**src/rtl/apb_uart_core.sv**
```systemverilog
//------------------------------------------------------------------------------
// apb_uart_core
//
// APB3 slave UART with 8N1 framing. It has a small register file, TX and RX
// FIFOs, a programmable 16x-oversampling baud generator, a maskable level
// interrupt and APB error signalling.
//
// Ports
//   clk       system clock, all logic on the rising edge
//   Presetn   asynchronous active-low reset
//   Paddr     byte address, only [4:0] decoded
//   Psel      APB select
//   Penable   APB access phase
//   Pwrite    1 = write
//   Pwdata    write data
//   Prdata    read data, valid in the access phase
//   Pready    transfer complete (always zero wait states)
//   Pslverr   transfer error, qualified by Pready
//   IRQ       registered level interrupt
//   TXD       serial out, idles high
//   RXD       asynchronous serial in
//   baud_o    one-clk pulse per 16x oversample tick
//
// Register map (word offsets)
//   0x00 DATA   W: push TX FIFO   R: pop RX FIFO
//   0x04 STATUS R: {tx_busy, frame_err, overrun, rx_empty, rx_full,
//                   tx_empty, tx_full}
//   0x08 CTRL   R/W: {ie_err, ie_rx_avail, ie_tx_empty, rx_en, tx_en}
//   0x0C DIV    R/W: clocks per oversample tick, 0 stops the generator
//   0x10 CLR    W: bit 4 clears overrun, bit 5 clears frame_err
//------------------------------------------------------------------------------
module apb_uart_core #(
   parameter int TX_DEPTH = 16,
   parameter int RX_DEPTH = 16,
   parameter int DIV_W    = 16
) (
   input  logic        clk,
   input  logic        Presetn,
   input  logic [31:0] Paddr,
   input  logic        Psel,
   input  logic        Penable,
   input  logic        Pwrite,
   input  logic [31:0] Pwdata,
   output logic [31:0] Prdata,
   output logic        Pready,
   output logic        Pslverr,
   output logic        IRQ,
   output logic        TXD,
   input  logic        RXD,
   output logic        baud_o
);

   localparam int TX_AW = $clog2(TX_DEPTH);
   localparam int RX_AW = $clog2(RX_DEPTH);
   localparam logic [TX_AW:0]   TX_PTR_ONE = 1;
   localparam logic [RX_AW:0]   RX_PTR_ONE = 1;
   localparam logic [DIV_W-1:0] DIV_ONE    = 1;

   typedef enum logic [1:0] {
      ST_IDLE,
      ST_START,
      ST_DATA,
      ST_STOP
   } uart_state_t;

   // Register file
   logic [4:0]       ctrl;
   logic             tx_en, rx_en, ie_tx_empty, ie_rx_avail, ie_err;
   logic [DIV_W-1:0] div_reg;
   logic [DIV_W-1:0] baud_cnt;
   logic             tick;
   logic             overrun, frame_err;

   // FIFOs
   logic [7:0]     tx_mem [TX_DEPTH];
   logic [TX_AW:0] tx_wr, tx_rd;
   logic           tx_full, tx_empty, tx_push, tx_pop;
   logic [7:0]     tx_head;

   logic [7:0]     rx_mem [RX_DEPTH];
   logic [RX_AW:0] rx_wr, rx_rd;
   logic           rx_full, rx_empty, rx_push, rx_pop;
   logic [7:0]     rx_head;

   // APB decode
   logic       access;
   logic [4:0] offset;
   logic       sel_data, sel_stat, sel_ctrl, sel_div, sel_clr, mapped;
   logic       apb_err, wr_ok, rd_ok;
   logic       ctrl_wr, div_wr, clr_wr;
   logic       unused_bits;

   // Transmitter
   uart_state_t tx_state, tx_state_n;
   logic [3:0]  tx_ticks, tx_ticks_n;
   logic [2:0]  tx_bits, tx_bits_n;
   logic [7:0]  tx_sh, tx_sh_n;
   logic        txd_n, tx_bit_end, tx_busy;

   // Receiver
   uart_state_t rx_state, rx_state_n;
   logic [3:0]  rx_ticks, rx_ticks_n;
   logic [2:0]  rx_bits, rx_bits_n;
   logic [7:0]  rx_sh, rx_sh_n;
   logic        rxd_meta, rxd_sync, rxd_prev, rx_fall, rx_bit_end;
   logic        ovr_set, fe_set;

   assign tx_en       = ctrl[0];
   assign rx_en       = ctrl[1];
   assign ie_tx_empty = ctrl[2];
   assign ie_rx_avail = ctrl[3];
   assign ie_err      = ctrl[4];

   assign unused_bits = ^{Paddr[31:5], Pwdata[31:8]};

   // Pointers carry one extra wrap bit so full and empty can be told apart
   assign tx_full  = (tx_wr[TX_AW] != tx_rd[TX_AW]) &&
                     (tx_wr[TX_AW-1:0] == tx_rd[TX_AW-1:0]);
   assign tx_empty = (tx_wr == tx_rd);
   assign tx_head  = tx_mem[tx_rd[TX_AW-1:0]];

   assign rx_full  = (rx_wr[RX_AW] != rx_rd[RX_AW]) &&
                     (rx_wr[RX_AW-1:0] == rx_rd[RX_AW-1:0]);
   assign rx_empty = (rx_wr == rx_rd);
   assign rx_head  = rx_mem[rx_rd[RX_AW-1:0]];

   assign access   = Psel & Penable;
   assign offset   = Paddr[4:0];
   assign sel_data = (offset == 5'h00);
   assign sel_stat = (offset == 5'h04);
   assign sel_ctrl = (offset == 5'h08);
   assign sel_div  = (offset == 5'h0C);
   assign sel_clr  = (offset == 5'h10);
   assign mapped   = sel_data | sel_stat | sel_ctrl | sel_div | sel_clr;

   // An errored access must not change any state, so every side effect
   // below is qualified by the error-free strobes wr_ok / rd_ok
   always_comb begin
      apb_err = 1'b0;
      if (!mapped)
         apb_err = 1'b1;
      else if (Pwrite && sel_stat)
         apb_err = 1'b1;
      else if (Pwrite && sel_data && tx_full)
         apb_err = 1'b1;
      else if (!Pwrite && sel_data && rx_empty)
         apb_err = 1'b1;
   end

   assign Pready  = access;
   assign Pslverr = access & apb_err;
   assign wr_ok   = access & Pwrite & ~apb_err;
   assign rd_ok   = access & ~Pwrite & ~apb_err;
   assign tx_push = wr_ok & sel_data;
   assign rx_pop  = rd_ok & sel_data;
   assign ctrl_wr = wr_ok & sel_ctrl;
   assign div_wr  = wr_ok & sel_div;
   assign clr_wr  = wr_ok & sel_clr;

   assign tx_busy = (tx_state != ST_IDLE);

   // Read data is driven only during an error-free read so the bus sees 0
   // otherwise; CLR reads fall through to 0
   always_comb begin
      Prdata = '0;
      if (rd_ok) begin
         if (sel_data)
            Prdata = {24'h0, rx_head};
         else if (sel_stat)
            Prdata = {25'h0, tx_busy, frame_err, overrun,
                      rx_empty, rx_full, tx_empty, tx_full};
         else if (sel_ctrl)
            Prdata = {27'h0, ctrl};
         else if (sel_div)
            Prdata = 32'(div_reg);
      end
   end

   // Control/status registers and the registered interrupt; a sticky flag
   // set in the same clk as its clear stays set
   always_ff @(posedge clk or negedge Presetn) begin
      if (!Presetn) begin
         ctrl      <= '0;
         overrun   <= 1'b0;
         frame_err <= 1'b0;
         IRQ       <= 1'b0;
      end else begin
         if (ctrl_wr)
            ctrl <= Pwdata[4:0];
         if (ovr_set)
            overrun <= 1'b1;
         else if (clr_wr && Pwdata[4])
            overrun <= 1'b0;
         if (fe_set)
            frame_err <= 1'b1;
         else if (clr_wr && Pwdata[5])
            frame_err <= 1'b0;
         IRQ <= (ie_tx_empty & tx_empty & ~tx_busy) |
                (ie_rx_avail & ~rx_empty) |
                (ie_err & (overrun | frame_err));
      end
   end

   // Baud generator: down-counter that pulses on reaching zero; a DIV write
   // restarts the count so the new rate takes effect immediately
   always_ff @(posedge clk or negedge Presetn) begin
      if (!Presetn) begin
         div_reg  <= DIV_ONE;
         baud_cnt <= '0;
         tick     <= 1'b0;
      end else begin
         tick <= 1'b0;
         if (div_wr) begin
            div_reg  <= Pwdata[DIV_W-1:0];
            baud_cnt <= Pwdata[DIV_W-1:0] - DIV_ONE;
         end else if (div_reg != '0) begin
            if (baud_cnt == '0) begin
               baud_cnt <= div_reg - DIV_ONE;
               tick     <= 1'b1;
            end else begin
               baud_cnt <= baud_cnt - DIV_ONE;
            end
         end
      end
   end

   assign baud_o = tick;

   // FIFO pointers; a push and a pop in the same clk both proceed
   always_ff @(posedge clk or negedge Presetn) begin
      if (!Presetn) begin
         tx_wr <= '0;
         tx_rd <= '0;
         rx_wr <= '0;
         rx_rd <= '0;
      end else begin
         if (tx_push)
            tx_wr <= tx_wr + TX_PTR_ONE;
         if (tx_pop)
            tx_rd <= tx_rd + TX_PTR_ONE;
         if (rx_push)
            rx_wr <= rx_wr + RX_PTR_ONE;
         if (rx_pop)
            rx_rd <= rx_rd + RX_PTR_ONE;
      end
   end

   // FIFO storage needs no reset; the pointers define what is valid
   always_ff @(posedge clk) begin
      if (tx_push)
         tx_mem[tx_wr[TX_AW-1:0]] <= Pwdata[7:0];
      if (rx_push)
         rx_mem[rx_wr[RX_AW-1:0]] <= rx_sh_n;
   end

   // Transmitter state register; TXD is registered so the pad never glitches
   always_ff @(posedge clk or negedge Presetn) begin
      if (!Presetn) begin
         tx_state <= ST_IDLE;
         tx_ticks <= '0;
         tx_bits  <= '0;
         tx_sh    <= '0;
         TXD      <= 1'b1;
      end else begin
         tx_state <= tx_state_n;
         tx_ticks <= tx_ticks_n;
         tx_bits  <= tx_bits_n;
         tx_sh    <= tx_sh_n;
         TXD      <= txd_n;
      end
   end

   assign tx_bit_end = tick && (tx_ticks == 4'd15);

   // Transmitter next state; back-to-back frames go STOP -> START so the
   // line never idles between queued bytes
   always_comb begin
      tx_state_n = tx_state;
      tx_ticks_n = tx_ticks;
      tx_bits_n  = tx_bits;
      tx_sh_n    = tx_sh;
      tx_pop     = 1'b0;
      txd_n      = 1'b1;
      if (tick && (tx_state != ST_IDLE))
         tx_ticks_n = tx_ticks + 4'd1;
      case (tx_state)
         ST_IDLE: begin
            if (tx_en && !tx_empty) begin
               tx_state_n = ST_START;
               tx_pop     = 1'b1;
               tx_sh_n    = tx_head;
               tx_ticks_n = '0;
               tx_bits_n  = '0;
            end
         end
         ST_START: begin
            if (tx_bit_end)
               tx_state_n = ST_DATA;
         end
         ST_DATA: begin
            if (tx_bit_end) begin
               if (tx_bits == 3'd7) begin
                  tx_state_n = ST_STOP;
               end else begin
                  tx_bits_n = tx_bits + 3'd1;
                  tx_sh_n   = {1'b0, tx_sh[7:1]};
               end
            end
         end
         ST_STOP: begin
            if (tx_bit_end) begin
               if (tx_en && !tx_empty) begin
                  tx_state_n = ST_START;
                  tx_pop     = 1'b1;
                  tx_sh_n    = tx_head;
                  tx_bits_n  = '0;
               end else begin
                  tx_state_n = ST_IDLE;
               end
            end
         end
         default: tx_state_n = ST_IDLE;
      endcase
      case (tx_state_n)
         ST_START: txd_n = 1'b0;
         ST_DATA:  txd_n = tx_sh_n[0];
         default:  txd_n = 1'b1;
      endcase
   end

   // RXD double-flop synchroniser plus one more stage for edge detection
   always_ff @(posedge clk or negedge Presetn) begin
      if (!Presetn) begin
         rxd_meta <= 1'b1;
         rxd_sync <= 1'b1;
         rxd_prev <= 1'b1;
      end else begin
         rxd_meta <= RXD;
         rxd_sync <= rxd_meta;
         rxd_prev <= rxd_sync;
      end
   end

   assign rx_fall = rxd_prev & ~rxd_sync;

   // Receiver state register
   always_ff @(posedge clk or negedge Presetn) begin
      if (!Presetn) begin
         rx_state <= ST_IDLE;
         rx_ticks <= '0;
         rx_bits  <= '0;
         rx_sh    <= '0;
      end else begin
         rx_state <= rx_state_n;
         rx_ticks <= rx_ticks_n;
         rx_bits  <= rx_bits_n;
         rx_sh    <= rx_sh_n;
      end
   end

   assign rx_bit_end = tick && (rx_ticks == 4'd15);

   // Receiver next state; the start bit is checked half a bit in, which
   // puts every later 16-tick sample at the centre of its bit
   always_comb begin
      rx_state_n = rx_state;
      rx_ticks_n = rx_ticks;
      rx_bits_n  = rx_bits;
      rx_sh_n    = rx_sh;
      rx_push    = 1'b0;
      ovr_set    = 1'b0;
      fe_set     = 1'b0;
      if (tick && (rx_state != ST_IDLE))
         rx_ticks_n = rx_ticks + 4'd1;
      case (rx_state)
         ST_IDLE: begin
            if (rx_en && rx_fall) begin
               rx_state_n = ST_START;
               rx_ticks_n = '0;
               rx_bits_n  = '0;
            end
         end
         ST_START: begin
            if (tick && (rx_ticks == 4'd7)) begin
               rx_ticks_n = '0;
               if (rxd_sync)
                  rx_state_n = ST_IDLE;
               else
                  rx_state_n = ST_DATA;
            end
         end
         ST_DATA: begin
            if (rx_bit_end) begin
               rx_sh_n = {rxd_sync, rx_sh[7:1]};
               if (rx_bits == 3'd7)
                  rx_state_n = ST_STOP;
               else
                  rx_bits_n = rx_bits + 3'd1;
            end
         end
         ST_STOP: begin
            if (rx_bit_end) begin
               rx_state_n = ST_IDLE;
               if (!rxd_sync)
                  fe_set = 1'b1;
               else if (rx_full)
                  ovr_set = 1'b1;
               else
                  rx_push = 1'b1;
            end
         end
         default: rx_state_n = ST_IDLE;
      endcase
   end

endmodule
```
**config.mk**
```make
export PLATFORM = sky130hd
export DESIGN_NAME = apb_uart_core
export DESIGN_NICKNAME = d
export VERILOG_FILES = /design/src/rtl/apb_uart_core.sv
export SDC_FILE = /design/constraint.sdc
export NUM_CORES = 1
export LEC_CHECK = 0
export BUFFER_PORTS_ARGS = -buffer_cell sky130_fd_sc_hd__buf_4
export CORE_MARGIN = 2
export CORE_UTILIZATION = 30
export DETAILED_ROUTE_END_ITERATION = 12
export HOLD_SLACK_MARGIN = 0.06
export PLACE_DENSITY = 0.53
export REMOVE_ABC_BUFFERS = 1
export SYNTH_ARGS = -nofsm -noshare
export SYNTH_HDL_FRONTEND = slang
export SYNTH_SLANG_ARGS = --single-unit
```
**constraint.sdc**
```tcl
create_clock -name clk -period 4.27 [get_ports clk]
set_clock_uncertainty 0.05 [all_clocks]
set_input_delay 0 -clock clk [delete_from_list [all_inputs] [get_ports clk]]
set_output_delay 0 -clock clk [all_outputs]
set_load 0.02 [all_outputs]
```
==> results of run 1 <==
layer usage:
layer | part of all wire (%) | wire length [um]
met1 | 46 | 15900
met2 | 48 | 16900
met3 | 4.0 | 1410
met4 | 2.1 | 729
met5 | 0 | 0
logic make-up (layout without fill, tap and decap cells):
| kind of cell | Yosys count | count (layout) | share of synthesized area [%] |
|---|---|---|---|
| other | 1 | 16 | 0.0242 |
| AO/OA/AOI/OAI | 148 | 148 | 5.97 |
| multiplexers | 107 | 107 | 13.5 |
| flip-flops | 355 | 355 | 65.6 |
| adder cells (fa/ha/maj) | 21 | 21 | 1.69 |
| XOR/XNOR | 40 | 40 | 2.26 |
| AND/OR/NAND/NOR | 279 | 279 | 8.44 |
| buffers and inverters | 81 | 186 | 2.53 |
power groups by stage:
stage | clock [uW] | combinational (uW) | sequential (uW)
3_3_place_gp | 0 | 1580 | 4100
3_5_place_dp | 0 | 1600 | 4100
4_1_cts | 3110 | 1620 | 4030
5_1_grt | 3280 | 1760 | 4060
6_report | 3010 | 1590 | 4030
2_1_floorplan | 0 | 1000 | 4150
how the worst max path moves through the flow:
stage                           start           end  slack [ps]
final                        rx_rd[3]    Prdata[11]         650
after global routing         rx_rd[0]    Prdata[11]         380
after CTS                    rx_rd[3]     Prdata[9]         590
after global placement    baud_cnt[7]  baud_cnt[12]         870
after floorplan              Paddr[4]  baud_cnt[12]         360
after detailed placement  baud_cnt[7]  baud_cnt[12]         850
cell type report:
type	instances	area, sq um	share of cell area [%]
clock buffers	47	985	5.45
well taps	680	851	4.71
inverters	16	60.1	0.332
repair buffers	108	876	4.85
flip-flops and latches	355	10200	56.3
clock inverters	15	125	0.692
multi-input cells	611	5000	27.7
cell usage in the layout (no fill, tap or decap), drive strengths merged, types with 3 or more instances in the layout:
master / n
clkbuf: 47
nand3: 13
dfrtp: 94
o21a: 7
o211ai: 4
clkinv: 13
and3: 4
nand4: 12
a22oi: 8
nor2: 67
dfstp: 5
mux4: 80
and2: 12
conb: 16
buf: 82
dlygate4sd3: 26
nand2b: 9
a21oi: 36
inv: 16
xor2: 19
o22ai: 4
edfxtp: 256
nand2: 108
a311o: 3
or2: 3
xnor2: 21
o31ai: 7
ha: 21
nor3: 21
mux2: 16
a31oi: 10
nor2b: 3
nor4: 7
o21ai: 45
mux2i: 11
a221oi: 5
or3: 12
worst register-to-register path, delay by kind of cell, from the launching register on:
kind	cells	cell delay, ps
AOI/OAI and AO/OA	6	920
DFF	1	390
xor gates and xnor gates	1	140
and+or+nand+nor	5	1600
adders and majority gates	1	240
per-stage QoR:
stage | total power, uW | hold WS [ps] | worst slack (ps) | std cells | utilization [%]
detailed placement | 5700 | 88.1 | 852 | 1744 | 32.6
CTS | 8770 | 80.7 | 590 | 1832 | 35.3
global placement | 5680 | 89.5 | 870 | 1744 | 32.6
floorplan | 5150 | -346 | 363 | 982 | -
global route | 9090 | 82.4 | 376 | 1832 | 35.3
finish | 8640 | 87.5 | 651 | 1832 | 35.3
==> flow_metrics.env, run 1 <==
export IMPL_status="complete, no violations"
export IMPL_worstSkewPairLatency_ps=520
export IMPL_vias=8919
export IMPL_hp_class="input pin to async pin"
export IMPL_busiest_layer="met2"
export IMPL_ff2ff_setup_slack_ps=790
export IMPL_critPathSlowestCell="o21ai_1"
export IMPL_syn_to_final_growth_pct=16.6
export IMPL_drt_first_pass_iters=5
export IMPL_initial_utilization_pct=30.3
export IMPL_yosysMostFrequentCell="edfxtp_1"
export IMPL_portBuffers=47
export IMPL_pwr_share_seq_pct=46.7
export IMPL_p_leak_uw=0.00611
export IMPL_clockPowerShare_pct=34.9
export IMPL_synth_warning_count=0
export IMPL_cpPeakStageDelay_ps=690
export IMPL_cp_start_kind="flop"
export IMPL_rsz0062_at_grt="false"
export IMPL_htree_levels=2
export IMPL_finalHoldViolations=0
export IMPL_grt_ovfl_total=0
export IMPL_min_period_ps=3620
export IMPL_die_x_um=231
export IMPL_switching_share_pct=26.9
export IMPL_dp_hpwl_um=23200
export IMPL_syn_area_sq_um=15500
export IMPL_slew_violations=0
export IMPL_core_area_sq_um=51200
export IMPL_synth_seq_cells=355
export IMPL_crit_path_max_fanout=11
export IMPL_worstReg2RegEnd="baud_cnt[12]"
export IMPL_wire_per_inst_um=19.1
export IMPL_syn_avg_cell_area_sq_um=15.0
export IMPL_yosys_top_cells_count="edfxtp_1, nand2_1, dfrtp_1"
export IMPL_slew_headroom_pct=30.5
export IMPL_nets=1219
export IMPL_crit_type="flop to primary output"
export IMPL_grt_max_degree=71
export IMPL_antenna_left=0
export IMPL_power_switching_uw=2320
export IMPL_synth_edf_count=256
export IMPL_r2r_start="baud_cnt[7]"
export IMPL_synth_top_cell_area_share_pct=49.6
export IMPL_max_cap_viol_count=0
export IMPL_via_per_inst=4.87
export IMPL_fillers=4877
export IMPL_drc=0
export IMPL_cp_buffers_inverters=1
export IMPL_fin_tns_setup_ps=0
export IMPL_antenna_found_initial=0
export IMPL_reg2reg_depth=13
export IMPL_worstMarginPinSlew_ps=1030
export IMPL_cts_buffers=36
export IMPL_placed_area_sq_um=16700
export IMPL_totalWireLength_um=35000
export IMPL_period_share_pct=84.7
export IMPL_vdd_drop_max_mv=0.316
export IMPL_ys_flop_type="edfxtp_1"
export IMPL_crit_chain="xor2_1 -> nor4_1 -> nand2_1 -> o21ai_1 -> nor2_1 -> and2_1 -> buf_4"
export IMPL_yosysTopAreaCell="edfxtp_1"
export IMPL_crit_cells=7
export IMPL_grt_util_met3_pct=2.18
export IMPL_drive_gt1_share_pct=20.5
export IMPL_io_pins=107
export IMPL_combPwrFrac_pct=18.4
export IMPL_grt_first_pass_wirelength_um=54400
export IMPL_clockRootBuffer="clkbuf_16"
export IMPL_cts_buffer_depth=3
export IMPL_syn_inst=1032
export IMPL_die_h_um=231
export IMPL_clk_pin_slew_worst_paths_ps=60
export IMPL_clock_sinks=355
export IMPL_cp_arrival_ps=3570
export IMPL_cts_tree="done"
export IMPL_fmax_mhz=276
export IMPL_synthTopCellsByArea="edfxtp_1, dfrtp_1, mux4_2"
export IMPL_met2_usage_pct=21.6
export IMPL_num_rows=83
export IMPL_cts_resized=0
export IMPL_path_delay_family="simple AND/OR/NAND/NOR gates"
export IMPL_synthArstFlopShare_pct=27.9
export IMPL_worstPathRequired_ps=4220
export IMPL_first_global_vias=8950
export IMPL_gp_congestion=0.858
export IMPL_met1_usage_pct=18.3
export IMPL_ys_types=60
export IMPL_p_int_uw=6310
export IMPL_cts_setup_buffers=0
export IMPL_fin_area_sq_um=18100
export IMPL_setup_violations=0
export IMPL_n_antenna_cell=0
export IMPL_yosysSeqAreaShare_pct=65.6
export IMPL_grtUsageTotal_pct=13.3
export IMPL_crit_path_end_kind="primary output"
export IMPL_power_density_nw_per_um2=478
export IMPL_dieArea_sq_um=53500
export IMPL_drtIter0Drc=671
export IMPL_hold_buffers=26
Note: power is estimated with default switching activity, not from simulation.
==> run 2: changes to the inputs <==
PLACE_DENSITY = 0.55   (was 0.53)
clock period = 3.1 ns   (was 4.27 ns; I/O delays follow)
==> run 2 against run 1 <==
  * Register-to-register slack got worse by 590 ps
  * Setup slack got worse by 510 ps
  * Die area did not move
  * Hold slack improved by 17 ps
  * Clock-buffer cell count rose by 8
  * Routed wire length rose by 0.12%
  * Via count rose by 2.5%
  * Flip-flop and latch count did not move
  * Global-route usage barely moved
  * Critical path depth fell by 1
  * Sequential power rose by 36%
  * First-iteration DRC count rose by 18%
==> flow_metrics.env, run 2 (same netlist as run 1, synthesis figures left out) <==
export IMPL_critPathSlowestCell="dfrtp_2"
export IMPL_hp_class="input pin to flop"
export IMPL_period_share_pct=95.3
export IMPL_crit_type="flop to primary output"
export IMPL_fmax_mhz=339
export IMPL_portBuffers=47
export IMPL_cp_buffers_inverters=2
export IMPL_syn_to_final_growth_pct=20.8
export IMPL_first_global_vias=9279
export IMPL_cpPeakStageDelay_ps=540
export IMPL_gp_congestion=0.827
export IMPL_cts_buffers=38
export IMPL_status="complete, no violations"
export IMPL_worstPathRequired_ps=3050
export IMPL_nets=1271
export IMPL_via_per_inst=4.84
export IMPL_initial_utilization_pct=30.3
export IMPL_die_x_um=231
export IMPL_layout_common_cells="edfxtp_1, buf_4, nand2_1, dfrtp_1, mux4_2"
export IMPL_cts_buffer_depth=3
export IMPL_antenna_found_initial=0
export IMPL_cp_arrival_ps=2900
export IMPL_worstMarginPinSlew_ps=1110
export IMPL_num_rows=83
export IMPL_grtUsageTotal_pct=13.3
export IMPL_slew_violations=0
export IMPL_crit_chain="buf_4 -> mux4_2 -> mux4_2 -> o31ai_1 -> a21oi_1 -> buf_4"
export IMPL_cts_tree="done"
export IMPL_htree_levels=2
export IMPL_totalWireLength_um=35000
export IMPL_core_area_sq_um=51200
export IMPL_dp_cells=1784
export IMPL_n_antenna_cell=0
export IMPL_crit_path_max_fanout=12
export IMPL_crit_path_end_kind="primary output"
export IMPL_fin_cells=1889
export IMPL_die_h_um=231
export IMPL_fin_util_pct=36.6
export IMPL_min_period_ps=2950
export IMPL_finalHoldViolations=0
export IMPL_layout_commonest_cell="edfxtp_1"
export IMPL_vdd_drop_max_mv=0.437
export IMPL_wire_per_inst_um=18.5
export IMPL_drtIter0Drc=794
export IMPL_fin_tns_setup_ps=0
export IMPL_setup_violations=0
export IMPL_dp_hpwl_um=23600
export IMPL_fin_hold_ws_ps=104
export IMPL_clk_pin_slew_worst_paths_ps=60
export IMPL_max_cap_viol_count=0
export IMPL_drc=0
export IMPL_p_leak_uw=0.00649
export IMPL_grt_first_pass_wirelength_um=54900
export IMPL_slew_headroom_pct=25.7
export IMPL_io_pins=107
export IMPL_grt_ovfl_total=0
export IMPL_total_power_uw=12500
export IMPL_grt_max_degree=79
export IMPL_drive_gt1_share_pct=25.1
export IMPL_power_density_nw_per_um2=669
export IMPL_vias=9141
export IMPL_cp_start_kind="flop"
export IMPL_path_delay_family="multiplexers"
export IMPL_worstSkewPairLatency_ps=550
export IMPL_dieArea_sq_um=53500
export IMPL_drt_first_pass_iters=5
export IMPL_clock_sinks=355
export IMPL_clockRootBuffer="clkbuf_16"
export IMPL_antenna_left=0
run 2: changes by cell type in the layout (fill, tap and decap cells not counted), sizes merged:
cell / delta
buf: +47
bufinv: +4
clkbuf: +8
dlygate4sd3: +3
clkinv: -5
run 2: layer usage:
layer	wire length, um	GRT usage [%]	vias up
li1	-	-	4222
met1	15800	18.4	4622
met2	16400	20.9	246
met3	2160	3.14	51
met4	658	3.43	0
met5	0	0	-
run 2: layout make-up:
class                           instances  area (sq um)
Clock buffer                           55          1060
Clock inverter                         14           238
Fill cell                            4813         32500
Inverter                               16          60.1
Multi-Input combinational cell        611          5070
Sequential cell                       355         10200
Tap cell                              680           851
Timing Repair Buffer                  158          1270
run 2: worst register-to-register path, delay by kind of cell (launching register included):
family | cells | cell delay (ps)
AO/OA/AOI/OAI | 6 | 610
XOR/XNOR | 1 | 160
flip-flops | 1 | 390
adder cells (fa/ha/maj) | 1 | 220
AND/OR/NAND/NOR | 5 | 1350
run 2: path summary, 6_finish.rpt:
check | slack [ps] | cells after the start | startpoint | endpoint
min | 100 | 4 | Paddr[3] | ctrl[4]
min reg2reg | 320 | 0 | rxd_meta | rxd_sync
max | 150 | 6 | rx_rd[1] | Prdata[6]
max in group asynchronous | 2060 | 2 | Presetn | rx_rd[0]
min in group asynchronous | 140 | 2 | Presetn | baud_cnt[10]
max reg2reg | 200 | 13 | baud_cnt[7] | baud_cnt[6]
run 2: repair_timing:
action                                  in CTS  in global routing
pin swaps                                    0                  1
resized for setup                            4                  8
setup buffers                                0                  7
endpoints found under the setup margin       3                 20
hold endpoints to repair                   242                  1
hold buffers                                28                  1
run 2: where the power goes:
group          internal (uW)  switching (uW)
Clock                   2880            1840
Sequential              5280             196
Combinational           1080            1260
run 2: through the flow:
step	cell area (sq um)	worst slack, ps
after floorplan	15200	-807
after global placement	17000	152
after detailed placement	17000	161
after CTS	18600	6.79
after global routing	18700	-9.85
final	18700	146
==> run 3: changes to the inputs <==
MAX_ROUTING_LAYER = met4   (was default)
==> run 3 against run 2 <==
  * Global-route usage increased by 0.38 points
  * Sequential power about the same
  * Combinational power hardly changed
  * Via count increased by 0.33%
  * Routed wire length up 0.13%
  * Critical path depth unchanged
  * Register-to-register slack lost 20 ps
  * Core utilization stayed put
  * Die area did not move
  * Setup slack gained 7.8 ps
  * Critical endpoint unchanged
  * Largest cell class unchanged
  * Largest power group unchanged
==> flow_metrics.env, run 3 (same netlist as run 1, synthesis figures left out) <==
export IMPL_status="complete, no violations"
export IMPL_n_antenna_cell=0
export IMPL_finalHoldViolations=0
export IMPL_hp_class="input pin to flop"
export IMPL_via_per_inst=4.85
export IMPL_drtIter0Drc=797
export IMPL_nets=1271
export IMPL_antenna_left=0
export IMPL_layout_common_cells="edfxtp_1, buf_4, nand2_1, dfrtp_1, mux4_2"
export IMPL_fin_cells=1889
export IMPL_antenna_found_initial=0
export IMPL_crit_cells=6
export IMPL_cp_arrival_ps=2900
export IMPL_total_power_uw=12500
export IMPL_grt_ovfl_total=0
export IMPL_period_share_pct=95.0
export IMPL_vdd_drop_max_mv=0.437
export IMPL_gp_congestion=0.839
export IMPL_fin_ws_ps=154
export IMPL_dp_worst_setup_slack_ps=161
export IMPL_clk_pin_slew_worst_paths_ps=60
export IMPL_die_h_um=231
export IMPL_fmax_mhz=339
export IMPL_worstMarginPinSlew_ps=1100
export IMPL_cts_buffer_depth=3
export IMPL_htree_levels=2
export IMPL_critPathSlowestCell="dfrtp_2"
export IMPL_drc=0
export IMPL_portBuffers=47
export IMPL_cts_buffers=38
export IMPL_fin_tns_setup_ps=0
export IMPL_crit_path_end_kind="primary output"
export IMPL_placed_area_sq_um=17000
export IMPL_die_x_um=231
export IMPL_min_path_cells=4
export IMPL_drive_gt1_share_pct=25.1
export IMPL_worstSkewPairLatency_ps=550
export IMPL_first_global_vias=9283
export IMPL_p_leak_uw=0.00649
export IMPL_drt_first_pass_iters=7
export IMPL_grt_first_pass_wirelength_um=54900
export IMPL_cpPeakStageDelay_ps=530
export IMPL_setup_violations=0
export IMPL_path_delay_family="multiplexers"
export IMPL_crit_chain="buf_4 -> mux4_2 -> mux4_2 -> o31ai_1 -> a21oi_1 -> buf_4"
export IMPL_slew_headroom_pct=26.6
export IMPL_dieArea_sq_um=53500
export IMPL_core_area_sq_um=51200
export IMPL_num_rows=83
export IMPL_min_period_ps=2950
export IMPL_grt_max_degree=79
export IMPL_grtUsageTotal_pct=13.7
export IMPL_dp_hpwl_um=23600
export IMPL_slew_violations=0
export IMPL_layout_commonest_cell="edfxtp_1"
export IMPL_clock_sinks=355
export IMPL_io_pins=107
export IMPL_crit_type="flop to primary output"
export IMPL_fin_area_sq_um=18700
export IMPL_wire_per_inst_um=18.6
export IMPL_clockRootBuffer="clkbuf_16"
export IMPL_totalWireLength_um=35000
export IMPL_dp_cells=1784
export IMPL_cts_tree="done"
export IMPL_crit_path_max_fanout=12
export IMPL_fillers=4813
export IMPL_cp_buffers_inverters=2
export IMPL_max_cap_viol_count=0
export IMPL_worstPathRequired_ps=3050
export IMPL_vias=9171
export IMPL_reg2reg_depth=13
export IMPL_cp_start_kind="flop"
export IMPL_power_density_nw_per_um2=669
export IMPL_initial_utilization_pct=30.3
export IMPL_syn_to_final_growth_pct=20.8
## run 3: cell counts in the layout (fill, tap and decap cells not counted)
No cell type changed its count.
## run 3: layout make-up
class | count | area [sq um] | share of cell area, %
flip-flops and latches | 355 | 10200 | 54.4
multi-input cells | 611 | 5070 | 27.1
repair buffers | 158 | 1270 | 6.79
clock buffers | 55 | 1060 | 5.64
well taps | 680 | 851 | 4.54
clock inverters | 14 | 238 | 1.27
inverters | 16 | 60.1 | 0.321
## run 3: stage by stage
| stage | utilization (%) | hold slack [ps] |
|---|---|---|
| 4_1_cts | 36.3 | 67.2 |
| 5_1_grt | 36.6 | 109 |
| 3_3_place_gp | 33.3 | 61.3 |
| 6_report | 36.6 | 109 |
| 2_1_floorplan | - | -346 |
| 3_5_place_dp | 33.3 | 62.3 |
## run 3: worst min-delay path, delay by kind of cell
| kind | cells | cell delay (ps) |
|---|---|---|
| simple gates | 1 | 110 |
| mux | 1 | 210 |
| buf+inv | 2 | 340 |
## run 3: metal layers
metal / vias to the layer above / routed length, um / global-route usage (%)
li1: 4222 / - / -
met1: 4649 / 15800 / 18.4
met2: 245 / 16500 / 21.0
met3: 55 / 2090 / 3.01
met4: 0 / 633 / 3.43
met5: - / 0 / -
## run 3: path summary, 6_finish.rpt
kind                       slack [ps]        start            to
setup reg to reg                  180  baud_cnt[7]   baud_cnt[6]
max in group asynchronous        2070      Presetn      rx_rd[0]
setup / recovery                  150     rx_rd[1]     Prdata[6]
hold reg to reg                   320     rxd_meta      rxd_sync
hold / removal                    110     Paddr[3]       ctrl[4]
min in group asynchronous         130      Presetn  baud_cnt[10]
## run 3: where the power goes
part | internal, uW | switching (uW) | leakage, uW
clock | 2880 | 1850 | 0.000624
combinational | 1080 | 1260 | 0.00256
sequential | 5280 | 197 | 0.00331
total | 9240 | 3300 | 0.00649
## run 3: repair_timing
item | in CTS | in global routing
hold buffers | 28 | 1
pin swaps | 0 | 1
gates resized for setup | 4 | 8
buffers inserted | 0 | 7
endpoints found under the hold margin | 242 | 1
endpoints found under the setup margin | 3 | 20
